File: config.mk
export PLATFORM = sky130hd
export DESIGN_NAME = pmem_arbiter_flat
export DESIGN_NICKNAME = d
export VERILOG_FILES = /design/src/rtl/pmem_arbiter_if.sv /design/src/rtl/pmem_arbiter.sv /design/src/flat_wrapper.sv
export SDC_FILE = /design/constraint.sdc
export NUM_CORES = 1
export LEC_CHECK = 0
export ABC_CLOCK_PERIOD_IN_PS = 2400
export CORE_AREA = 2 2 269 271
export DETAILED_ROUTE_END_ITERATION = 7
export DIE_AREA = 0 0 271 273
export GPL_TIMING_DRIVEN = 0
export MAX_ROUTING_LAYER = met4
export PLACE_DENSITY = 0.38
export SYNTH_ARGS = -nofsm -noshare
export SYNTH_HDL_FRONTEND = slang
export SYNTH_SLANG_ARGS = --single-unit
File: constraint.sdc
create_clock -name clk -period 2.4 [get_ports clk]
set_input_delay 0.48 -clock clk [delete_from_list [all_inputs] [get_ports clk]]
set_output_delay 0.48 -clock clk [all_outputs]
set_load 0.01 [all_outputs]
File: src/rtl/pmem_arbiter_if.sv
// Bus bundle between the split L1 caches, the pmem arbiter and physical memory.
// master: arbiter view; slave: environment (caches + memory) view.
interface pmem_arbiter_if #(
  parameter int unsigned ADDR_W = 16,
  parameter int unsigned LINE_W = 128
);
  logic              icache_pmem_read;
  logic [ADDR_W-1:0] icache_pmem_addr;
  logic              icache_pmem_resp;
  logic [LINE_W-1:0] icache_pmem_rdata;

  logic              dcache_pmem_read;
  logic              dcache_pmem_write;
  logic [ADDR_W-1:0] dcache_pmem_addr;
  logic [LINE_W-1:0] dcache_pmem_wdata;
  logic              dcache_pmem_resp;
  logic [LINE_W-1:0] dcache_pmem_rdata;

  logic              pmem_read;
  logic              pmem_write;
  logic [ADDR_W-1:0] pmem_addr;
  logic [LINE_W-1:0] pmem_wdata;
  logic              pmem_resp;
  logic [LINE_W-1:0] pmem_rdata;

  logic [1:0]        grant;

  modport master (
    input  icache_pmem_read, icache_pmem_addr,
    input  dcache_pmem_read, dcache_pmem_write, dcache_pmem_addr, dcache_pmem_wdata,
    input  pmem_resp, pmem_rdata,
    output icache_pmem_resp, icache_pmem_rdata,
    output dcache_pmem_resp, dcache_pmem_rdata,
    output pmem_read, pmem_write, pmem_addr, pmem_wdata,
    output grant
  );

  modport slave (
    output icache_pmem_read, icache_pmem_addr,
    output dcache_pmem_read, dcache_pmem_write, dcache_pmem_addr, dcache_pmem_wdata,
    output pmem_resp, pmem_rdata,
    input  icache_pmem_resp, icache_pmem_rdata,
    input  dcache_pmem_resp, dcache_pmem_rdata,
    input  pmem_read, pmem_write, pmem_addr, pmem_wdata,
    input  grant
  );
endinterface

File: src/rtl/pmem_arbiter.sv
// Shares one physical-memory port between I-cache and D-cache line misses; one transaction in
// flight. Define PMEM_ARB_ROUND_ROBIN_EN for round-robin ties, otherwise D-cache wins ties.
module pmem_arbiter #(
  parameter int unsigned ADDR_W = 16,
  parameter int unsigned LINE_W = 128
) (
  input  logic          clk,
  input  logic          rst_n,
  pmem_arbiter_if.master bus
);

  typedef enum logic [1:0] {StIdle, StIBusy, StDBusy, StDone} state_e;
  typedef enum logic {GrantI, GrantD} owner_e;

  state_e state_q, state_d;
  owner_e last_grant_q, last_grant_d;

  logic i_req;
  logic d_req;

  assign i_req = bus.icache_pmem_read;
  assign d_req = bus.dcache_pmem_read | bus.dcache_pmem_write;

  always_ff @(posedge clk or negedge rst_n) begin
    if (!rst_n) begin
      state_q      <= StIdle;
      last_grant_q <= GrantI;
    end else begin
      state_q      <= state_d;
      last_grant_q <= last_grant_d;
    end
  end

  always_comb begin
    state_d               = state_q;
    last_grant_d          = last_grant_q;
    bus.pmem_read         = 1'b0;
    bus.pmem_write        = 1'b0;
    bus.pmem_addr         = {ADDR_W{1'b0}};
    bus.pmem_wdata        = {LINE_W{1'b0}};
    bus.icache_pmem_resp  = 1'b0;
    bus.icache_pmem_rdata = {LINE_W{1'b0}};
    bus.dcache_pmem_resp  = 1'b0;
    bus.dcache_pmem_rdata = {LINE_W{1'b0}};
    bus.grant             = 2'b00;

    unique case (state_q)
      StIdle: begin
`ifdef PMEM_ARB_ROUND_ROBIN_EN
        if (i_req && d_req) begin
          state_d = (last_grant_q == GrantI) ? StDBusy : StIBusy;
        end else if (d_req) begin
          state_d = StDBusy;
        end else if (i_req) begin
          state_d = StIBusy;
        end
`else
        if (d_req) begin
          state_d = StDBusy;
        end else if (i_req) begin
          state_d = StIBusy;
        end
`endif
      end

      StIBusy: begin
        bus.pmem_read = 1'b1;
        bus.pmem_addr = bus.icache_pmem_addr;
        bus.grant     = 2'b01;
        if (bus.pmem_resp) begin
          bus.icache_pmem_resp  = 1'b1;
          bus.icache_pmem_rdata = bus.pmem_rdata;
          state_d               = StDone;
          last_grant_d          = GrantI;
        end
      end

      StDBusy: begin
        // Write takes precedence when a cache raises both strobes.
        bus.pmem_read  = bus.dcache_pmem_read & ~bus.dcache_pmem_write;
        bus.pmem_write = bus.dcache_pmem_write;
        bus.pmem_addr  = bus.dcache_pmem_addr;
        bus.pmem_wdata = bus.dcache_pmem_wdata;
        bus.grant      = 2'b10;
        if (bus.pmem_resp) begin
          bus.dcache_pmem_resp  = 1'b1;
          bus.dcache_pmem_rdata = bus.pmem_rdata;
          state_d               = StDone;
          last_grant_d          = GrantD;
        end
      end

      // One quiet cycle so the finished cache can drop its request before re-arbitration.
      StDone: state_d = StIdle;

      default: state_d = StIdle;
    endcase
  end

endmodule
File: src/flat_wrapper.sv
// flat-port wrapper written by rule: the top's interface ports become plain ports
module pmem_arbiter_flat 
#(
  parameter int unsigned ADDR_W = 16,
  parameter int unsigned LINE_W = 128
)
  (clk, rst_n, bus_icache_pmem_read, bus_icache_pmem_addr, bus_dcache_pmem_read, bus_dcache_pmem_write, bus_dcache_pmem_addr, bus_dcache_pmem_wdata, bus_pmem_resp, bus_pmem_rdata, bus_icache_pmem_resp, bus_icache_pmem_rdata, bus_dcache_pmem_resp, bus_dcache_pmem_rdata, bus_pmem_read, bus_pmem_write, bus_pmem_addr, bus_pmem_wdata, bus_grant);
  pmem_arbiter_if #(.ADDR_W(ADDR_W), .LINE_W(LINE_W)) bus_i ();
  input  logic clk;
  input  logic rst_n;
  input wire logic [$bits(bus_i.icache_pmem_read)-1:0] bus_icache_pmem_read;
  input wire logic [$bits(bus_i.icache_pmem_addr)-1:0] bus_icache_pmem_addr;
  input wire logic [$bits(bus_i.dcache_pmem_read)-1:0] bus_dcache_pmem_read;
  input wire logic [$bits(bus_i.dcache_pmem_write)-1:0] bus_dcache_pmem_write;
  input wire logic [$bits(bus_i.dcache_pmem_addr)-1:0] bus_dcache_pmem_addr;
  input wire logic [$bits(bus_i.dcache_pmem_wdata)-1:0] bus_dcache_pmem_wdata;
  input wire logic [$bits(bus_i.pmem_resp)-1:0] bus_pmem_resp;
  input wire logic [$bits(bus_i.pmem_rdata)-1:0] bus_pmem_rdata;
  output wire logic [$bits(bus_i.icache_pmem_resp)-1:0] bus_icache_pmem_resp;
  output wire logic [$bits(bus_i.icache_pmem_rdata)-1:0] bus_icache_pmem_rdata;
  output wire logic [$bits(bus_i.dcache_pmem_resp)-1:0] bus_dcache_pmem_resp;
  output wire logic [$bits(bus_i.dcache_pmem_rdata)-1:0] bus_dcache_pmem_rdata;
  output wire logic [$bits(bus_i.pmem_read)-1:0] bus_pmem_read;
  output wire logic [$bits(bus_i.pmem_write)-1:0] bus_pmem_write;
  output wire logic [$bits(bus_i.pmem_addr)-1:0] bus_pmem_addr;
  output wire logic [$bits(bus_i.pmem_wdata)-1:0] bus_pmem_wdata;
  output wire logic [$bits(bus_i.grant)-1:0] bus_grant;
  assign bus_i.icache_pmem_read = bus_icache_pmem_read;
  assign bus_i.icache_pmem_addr = bus_icache_pmem_addr;
  assign bus_i.dcache_pmem_read = bus_dcache_pmem_read;
  assign bus_i.dcache_pmem_write = bus_dcache_pmem_write;
  assign bus_i.dcache_pmem_addr = bus_dcache_pmem_addr;
  assign bus_i.dcache_pmem_wdata = bus_dcache_pmem_wdata;
  assign bus_i.pmem_resp = bus_pmem_resp;
  assign bus_i.pmem_rdata = bus_pmem_rdata;
  assign bus_icache_pmem_resp = bus_i.icache_pmem_resp;
  assign bus_icache_pmem_rdata = bus_i.icache_pmem_rdata;
  assign bus_dcache_pmem_resp = bus_i.dcache_pmem_resp;
  assign bus_dcache_pmem_rdata = bus_i.dcache_pmem_rdata;
  assign bus_pmem_read = bus_i.pmem_read;
  assign bus_pmem_write = bus_i.pmem_write;
  assign bus_pmem_addr = bus_i.pmem_addr;
  assign bus_pmem_wdata = bus_i.pmem_wdata;
  assign bus_grant = bus_i.grant;
  pmem_arbiter #(.ADDR_W(ADDR_W), .LINE_W(LINE_W)) u_core (.clk(clk), .rst_n(rst_n), .bus(bus_i));
endmodule
* Word-level counts from Yosys, hierarchy flattened
Cells that the tools add are included.
** Storage, ports and cells
- Logic and storage cells :: 27
- Flip-flop bits (word level) :: 2
- Output and inout bits :: 406
- Bits of input ports :: 294
** Operators by class
- Bitwise gates (word level) :: 3
- Mux-type cells :: 15
- Reductions and logical operators :: 3
- Equal/unequal tests :: 5
** Operators by type and width (count)
- $mux 128 :: 4
- $pmux 16 s2 :: 1
- $mux 2 :: 3
- $pmux 2 s3 :: 1
- $eq 2x2->1 const B :: 2
- $mux 1 :: 4
- $pmux 2 s2 :: 1
- $ne 3x2->1 const B :: 1
- $eq 2x1->1 const B :: 1
- $logic_not 2->1 :: 1
- $ne 2x1->1 const B :: 1
- $pmux 1 s2 :: 1
- $reduce_and 2->1 :: 1
- $reduce_or 2->1 :: 1
- $and 1x1->1 :: 1
- $not 1->1 :: 1
- $or 1x1->1 :: 1

* Depth between registers and ports, before layout
Gate-level depths: netlist of the first run.
- Depth in word-level cells :: 4
- Mapped depth :: 6
- Mapped depth without buffers :: 5

* Least setup slack after synthesis of the first run
OpenSTA, ideal clock, no wires.
- Kind :: register -> output
- Start point :: register u_core.state_q[0]
- End point :: output port bus_pmem_addr[0]
- Buffers on the path :: 2
- Slack :: 584 ps
- Data arrival time :: 1336 ps
- Stages on the path, launching flop included :: 6
- Path through :: dfrtp_1 > inv_1 > ha_1 > clkbuf_2 > clkbuf_1 > nor2b_1
** Between the ends
- Longest elaborated chain between the ends :: 2
** Ends and longest elaborated chain
- start: declaration :: RTL line pmem_arbiter.sv:15 : state_e state_q, state_d;
- start signal: assignment :: RTL line pmem_arbiter.sv:26 : state_q <= StIdle;
- start signal: assignment :: RTL line pmem_arbiter.sv:29 : state_q <= state_d;
- $eq 2x2->1 or $eq 2x1->1 (tied branches)
- $pmux 16 s2 * :: RTL line pmem_arbiter.sv:47 : unique case (state_q)
- end: declaration :: RTL line flat_wrapper.sv:25 : output wire logic [$bits(bus_i.pmem_addr)-1:0] bus_pmem_addr;
Mark *: on every way between the ends. The rest lies on a longest branch, timed or not.

* Worst setup path in the final report of the first run
- Start point :: register u_core.state_q[1]
- End point :: output port bus_pmem_wdata[110]
** Between the ends
- Longest elaborated chain between the ends :: 2
** Ends and longest elaborated chain
- $eq 2x2->1
- $mux 128 :: RTL line pmem_arbiter.sv:47
- end: declaration :: RTL line flat_wrapper.sv:26 : output wire logic [$bits(bus_i.pmem_wdata)-1:0] bus_pmem_wdata;
Every way passes these cells.

==> results of run 1 <==
## worst register-to-register path, cell delays in order (launching register included)
cell      delay (ns)
dfrtp_1         0.35
inv_2           0.06
buf_4           0.14
ha_1            0.32
clkbuf_8        0.18
nor2_1          0.11
a21oi_1         0.04
mux2_1          0.31
## cells in the final DEF (no fill, tap or decap), drive strengths merged, types with 5 or more instances in the layout
cell	count
clkdlybuf4s50	294
dlymetal6s2s	23
diode	7
ha	5
a22oi	16
nor2b	16
and2	131
and3	256
clkbuf	120
clkdlybuf4s15	21
dlygate4sd2	264
buf	79
## final timing paths
| check | depth (start not counted) | startpoint | slack [ns] | endpoint |
|---|---|---|---|---|
| max | 8 | u_core.state_q[1] | -0.01 | bus_pmem_wdata[110] |
| max in group asynchronous | 1 | rst_n | 1.82 | u_core.state_q[1] |
| min in group clk | 1 | u_core.state_q[1] | 0.60 | u_core.state_q[1] |
| max reg2reg | 7 | u_core.state_q[0] | 0.75 | u_core.state_q[1] |
| min | 1 | rst_n | 0.43 | u_core.state_q[0] |
| min reg2reg | 1 | u_core.state_q[1] | 0.60 | u_core.state_q[1] |
## metal layers
layer,global-route usage [%],routed length (um),up-vias,share of wire (%)
li1,-,-,3247,-
met2,19.9,21400,477,51
met5,-,0,-,0
met1,12.0,16700,3218,39
met3,2.29,3090,42,7.3
met4,2.70,1180,0,2.8
## cell type report
type | count | area share, %
buffer | 76 | 7.35
inverter | 4 | 0.129
antenna | 7 | 0.151
sequential | 2 | 0.441
multi-input combinational | 434 | 24.7
tap | 950 | 10.2
clock buffer | 3 | 0.646
timing repair buffer | 722 | 56.4
## cells in the mapped netlist, types with 2 or more instances
master and n:
clkbuf_2 27, a22oi_1 16, inv_1 4, nor2_1 2
and3_1 256, ha_1 5, clkbuf_1 16, buf_2 33
dfrtp_1 2, and2_1 131, nor2b_1 16, mux2i_1 2
## power groups by stage
stage	Combinational [mW]	Clock, mW	Sequential [mW]
floorplan	2.96	0	0.0643
global placement	7.81	0	0.0666
detailed placement	7.75	0	0.0696
CTS	8.30	0.253	0.0722
global route	8.78	0.258	0.0778
finish	8.16	0.249	0.0754
## repair_timing
| action | in CTS | in global routing |
|---|---|---|
| buffers inserted | 12 | 8 |
| hold buffers | 0 | 0 |
| gates cloned | 3 | 0 |
| endpoints found under the setup margin | 404 | 129 |
| resized for setup | 597 | 219 |
| pin swaps | 0 | 2 |
## kinds of logic after synthesis
family	after synthesis
muxes	3
DFF	2
and+or+nand+nor	407
buffers and inverters	80
adders and majority gates	5
AOI/OAI and AO/OA	19
## per-stage QoR
step           hold slack, ns  power, mW
5_1_grt                 0.442       9.12
6_report                0.435       8.49
4_1_cts                 0.443       8.62
3_5_place_dp            0.582       7.82
2_1_floorplan           0.184       3.02
3_3_place_gp            0.512       7.88
==> run_results.csv, run 1 <==
group,metric,value,unit
outcome,status,"complete, but fails checks",
outcome,violations,"negative setup slack",
synthesis,synth_top_area_share,49.9,%
placement,post_dp_cell_area,11400,um^2
synthesis,synth_fa_ha_area_share,1.95,%
detailed_routing,dr_total_vias,6984,
synthesis,syn-num-nets,815,
synthesis,ys.flop_type,"dfrtp_1",
floorplan,pin_count,700,
synthesis,async_reset_ff_share,100,%
synthesis,synth-simple-area-share,79.2,%
timing,worst_pin_slew,0.468,ns
power,p_sw,4.08,mW
power,clkPwrFrac,2.9,%
power,p_leak,6.90,nW
timing,rsz0062_at_grt,"yes",
synthesis,synth_top_family_by_area,"simple AND/OR/NAND/NOR gates",
layout,top_register,"u_core.state_q",
placement,dp_hpwl,36300,um
job,maxCapViolCount,0,
global_route,grt_max_degree,11,
detailed_routing,wl_per_cell,19.3,um
synthesis,synth.avg_cell_area,6.21,um^2
worst_setup_path,crit_family,"buffers and inverters",
clock_network,cts_tree,"done",
synthesis,synth-xor-area-share,0,%
power,pwr-share-comb,96.2,%
clock_network,clk_latency,0.22,ns
timing,finalCritPeriodShare,100,%
layout,multi_input_area,2870,um^2
worst_setup_path,worstPathArrival,1.93,ns
timing,skew,0.00110,ns
timing,final_hold_viol_count,0,
synthesis,synth-seq-cells,2,
timing,fin_ws,-0.0105,ns
detailed_routing,vias_per_cell,3.18,
synthesis,synth.distinct_cells,18,
timing,slew_headroom,68.8,%
detailed_routing,drc_errors,0,
placement,dp.cells,2165,
synthesis,synth_area,3210,um^2
timing,max_freq,415,MHz
global_route,grt_pass1_wl,56800,um
timing,finalCriticalPeriod,2.41,ns
global_route,antenna_found_initial,9,
floorplan,fp.dieArea,74000,um^2
clock_network,h-tree-depth,1,
clock_network,clkTransAtPathRegs,0.03,ns
floorplan,core_area,71000,um^2
floorplan,die_y,273,um
layout,fillers,8155,
layout,finalCoreUtilization,16.4,%
power,seqPwrFrac,0.9,%
synthesis,seq_area_frac_synth,1.56,%
synthesis,synthTopCellsByArea,"and3_1 50%, and2_1 26%, buf_2 5.2%",
synthesis,synth_compound_area_share,4.64,%
min_path,hold_class,"primary input to asynchronous set/reset pin",
layout,area_growth,262,%
timing,drv_slew,0,
layout,register_area,51.3,um^2
synthesis,synth_edf_count,0,
worst_setup_path,worstPathMaxFanout,10,
layout,largest_reg_flops,2,
synthesis,syn_inst,516,
placement,place_worst_setup_slack,-1.41,ns
layout,fin_cells,2198,
worst_setup_path,crit_buf_inv,6,
clock_network,cts_root_buf,"clkbuf_16",
worst_setup_path,crit_chain,"ha_4, buf_12, buf_6, buf_12, buf_16, clkbuf_8, and2_1, dlygate4sd2_1",
clock_network,cts.sinks,2,
worst_setup_path,cp.required,1.92,ns
detailed_routing,drtIter0Drc,205,
placement,place.port_buffers,699,
clock_network,clockBufferDepth,2,
synthesis,synthMuxAreaShare,0.975,%
layout,drive_above_1_share,18.5,%
power,switching_share,48.1,%
power,vdd_drop_max,0.303,mV
power,internal_power,4.41,mW
worst_setup_path,cpMaxStageDelayCell,"dfrtp_2",
synthesis,synth_top_cell_by_area,"and3_1",
global_route,grt_pass1_vias,7584,
timing,tns,-0.0111,ns
floorplan,initial_core_util,4.52,%
detailed_routing,drt-pass1-iter-count,4,
timing,finalSetupViolations,2,
global_route,grt_usage,10.9,%
layout,reg_top3,"u_core.state_q: 2 flops",
placement,place.gp.congestion,0.971,
layout,fin_area,11600,um^2
clock_network,cts_made_buffers,3,
synthesis,yosysWarnings,0,
worst_setup_path,start_kind,"register",
power,p_per_area,730,nW/um^2
worst_setup_path,worst_setup_path_end_kind,"primary output",
detailed_routing,wirelength,42400,um
layout,fin_nets,1542,
worst_setup_path,cpMostUsedCell,"buf_12",
detailed_routing,ant_nets,0,
worst_setup_path,max_stage_delay,0.43,ns
worst_setup_path,criticalPathCategory,"register to primary output",
global_route,grt_overflow_total,0,
floorplan,die_w,271,um
floorplan,rows,98,
(Power assumes the default switching activity.)
==> inputs of run 2 (changes only) <==
- SKIP_CTS_REPAIR_TIMING: unset -> 1
==> run 2 against run 1 <==
Against the previous run:
- the run still ends with negative setup slack left
- die area unchanged
- via count up 1.0%
- routed wire length up 0.42%
- final area up 10%
- clock power about the same
- setup slack worse by 0.11 ns
- worst hold slack worse by 0.0020 ns
- critical path depth down 4
- critical path type is now primary input to primary output
- largest cell class unchanged
==> run_results.csv, run 2 (same netlist as run 1, synthesis figures left out) <==
group,metric,value,unit
timing,slew_headroom,62.4,%
job,maxCapViolCount,0,
power,vdd_drop_max,0.359,mV
placement,place.gp.congestion,0.971,
clock_network,cts_made_buffers,3,
worst_setup_path,reg2regPathDepth,6,
detailed_routing,wirelength,42500,um
timing,max_freq,397,MHz
timing,fin_ws,-0.122,ns
detailed_routing,vias_per_cell,3.22,
outcome,violations,"negative setup slack",
worst_setup_path,path_depth,4,
layout,area_growth,299,%
layout,mostFrequentLayoutCell,"dlymetal6s2s_1",
worst_setup_path,worstPathArrival,2.04,ns
clock_network,h-tree-depth,1,
layout,drive_above_1_share,11.4,%
global_route,grt_max_degree,11,
detailed_routing,ant_nets,0,
layout,top_register,"u_core.state_q",
detailed_routing,drc_errors,0,
worst_setup_path,worst_setup_path_end_kind,"primary output",
floorplan,rows,98,
global_route,grt_pass1_wl,54900,um
timing,finalSetupViolations,10,
worst_setup_path,max_stage_delay,0.55,ns
layout,fin_nets,1534,
timing,finalHoldWorstSlack,0.433,ns
clock_network,cts_tree,"done",
worst_setup_path,worstPathMaxFanout,10,
power,p_leak,11.5,nW
placement,place.port_buffers,699,
detailed_routing,drt-pass1-iter-count,4,
global_route,grt_overflow_total,0,
worst_setup_path,cp.required,1.92,ns
worst_setup_path,crit_buf_inv,3,
clock_network,clk_latency,0.22,ns
worst_setup_path,crit_chain,"buf_6, clkbuf_1, and3_2, clkdlybuf4s50_1",
worst_setup_path,rrSetupSlack,0.79,ns
timing,worst_pin_slew,0.564,ns
worst_setup_path,criticalPathCategory,"primary input to primary output",
layout,fin_cells,2190,
clock_network,clockBufferDepth,2,
global_route,grt_usage,10.5,%
timing,finalCritPeriodShare,105,%
floorplan,initial_core_util,4.52,%
power,p_per_area,663,nW/um^2
outcome,status,"complete, but fails checks",
detailed_routing,drtIter0Drc,181,
worst_setup_path,crit_family,"buffers and inverters",
detailed_routing,wl_per_cell,19.4,um
global_route,antenna_found_initial,7,
global_route,grt_pass1_vias,7480,
timing,skew,0.00152,ns
worst_setup_path,cpMaxStageDelayCell,"clkdlybuf4s50_1",
clock_network,cts.sinks,2,
detailed_routing,dr_total_vias,7054,
timing,drv_slew,0,
placement,dp_hpwl,36300,um
floorplan,die_y,273,um
layout,largest_reg_flops,2,
clock_network,clkTransAtPathRegs,0.03,ns
worst_setup_path,start_kind,"primary input",
layout,layout_common_cells,"373 x dlymetal6s2s_1, 295 x clkdlybuf4s50_1, 250 x and3_1",
placement,dp.cells,2165,
timing,final_hold_viol_count,0,
timing,rsz0062_at_grt,"yes",
floorplan,pin_count,700,
floorplan,fp.dieArea,74000,um^2
clock_network,cts_root_buf,"clkbuf_16",
timing,tns,-0.231,ns
layout,reg_top3,"u_core.state_q: 2 flops",
timing,finalCriticalPeriod,2.52,ns
floorplan,die_w,271,um
floorplan,core_area,71000,um^2
min_path,hold_class,"primary input to asynchronous set/reset pin",
placement,place_worst_setup_slack,-1.41,ns
## run 2: final cells by class
class / instances / area [um^2]
Antenna cell: 7 / 17.5
Sequential cell: 2 / 50.0
Buffer: 76 / 678
Fill cell: 7928 / 58200
Clock buffer: 3 / 75.1
Inverter: 4 / 15.0
Multi-Input combinational cell: 434 / 2820
Timing Repair Buffer: 714 / 7960
Tap cell: 950 / 1190
## run 2: metrics by stage
step	utilization, %	instance area (um^2)	total power, mW
5_1_grt	18.0	12800	9.07
4_1_cts	16.2	11500	8.12
6_report	18.0	12800	8.50
3_3_place_gp	16.0	11400	7.88
2_1_floorplan	-	3210	3.02
3_5_place_dp	16.0	11400	7.82
## run 2: routing by layer
| layer | share of wire, % | wire, um | GRT usage (%) |
|---|---|---|---|
| met1 | 39 | 16500 | 11.5 |
| met2 | 51 | 21800 | 19.3 |
| met5 | 0 | 0 | - |
| met3 | 7.1 | 3040 | 2.00 |
| met4 | 2.7 | 1170 | 2.72 |
## run 2: path summary, 6_finish.rpt
check                                            endpoint              start
min in group clk                        u_core.state_q[1]  u_core.state_q[1]
worst max-delay path            bus_dcache_pmem_rdata[18]      bus_pmem_resp
worst min register to register          u_core.state_q[1]  u_core.state_q[1]
max in group asynchronous               u_core.state_q[1]              rst_n
worst min-delay path                    u_core.state_q[0]              rst_n
worst max register to register          u_core.state_q[1]  u_core.state_q[1]
## run 2: power breakdown
group / total (mW) / leakage (nW) / switching [mW] / internal, mW
Clock: 0.251 / 0.0370 / 0.0386 / 0.212
Combinational: 8.18 / 11.4 / 3.91 / 4.26
Sequential: 0.0699 / 0.0231 / 0.0162 / 0.0537
Total: 8.50 / 11.5 / 3.97 / 4.53
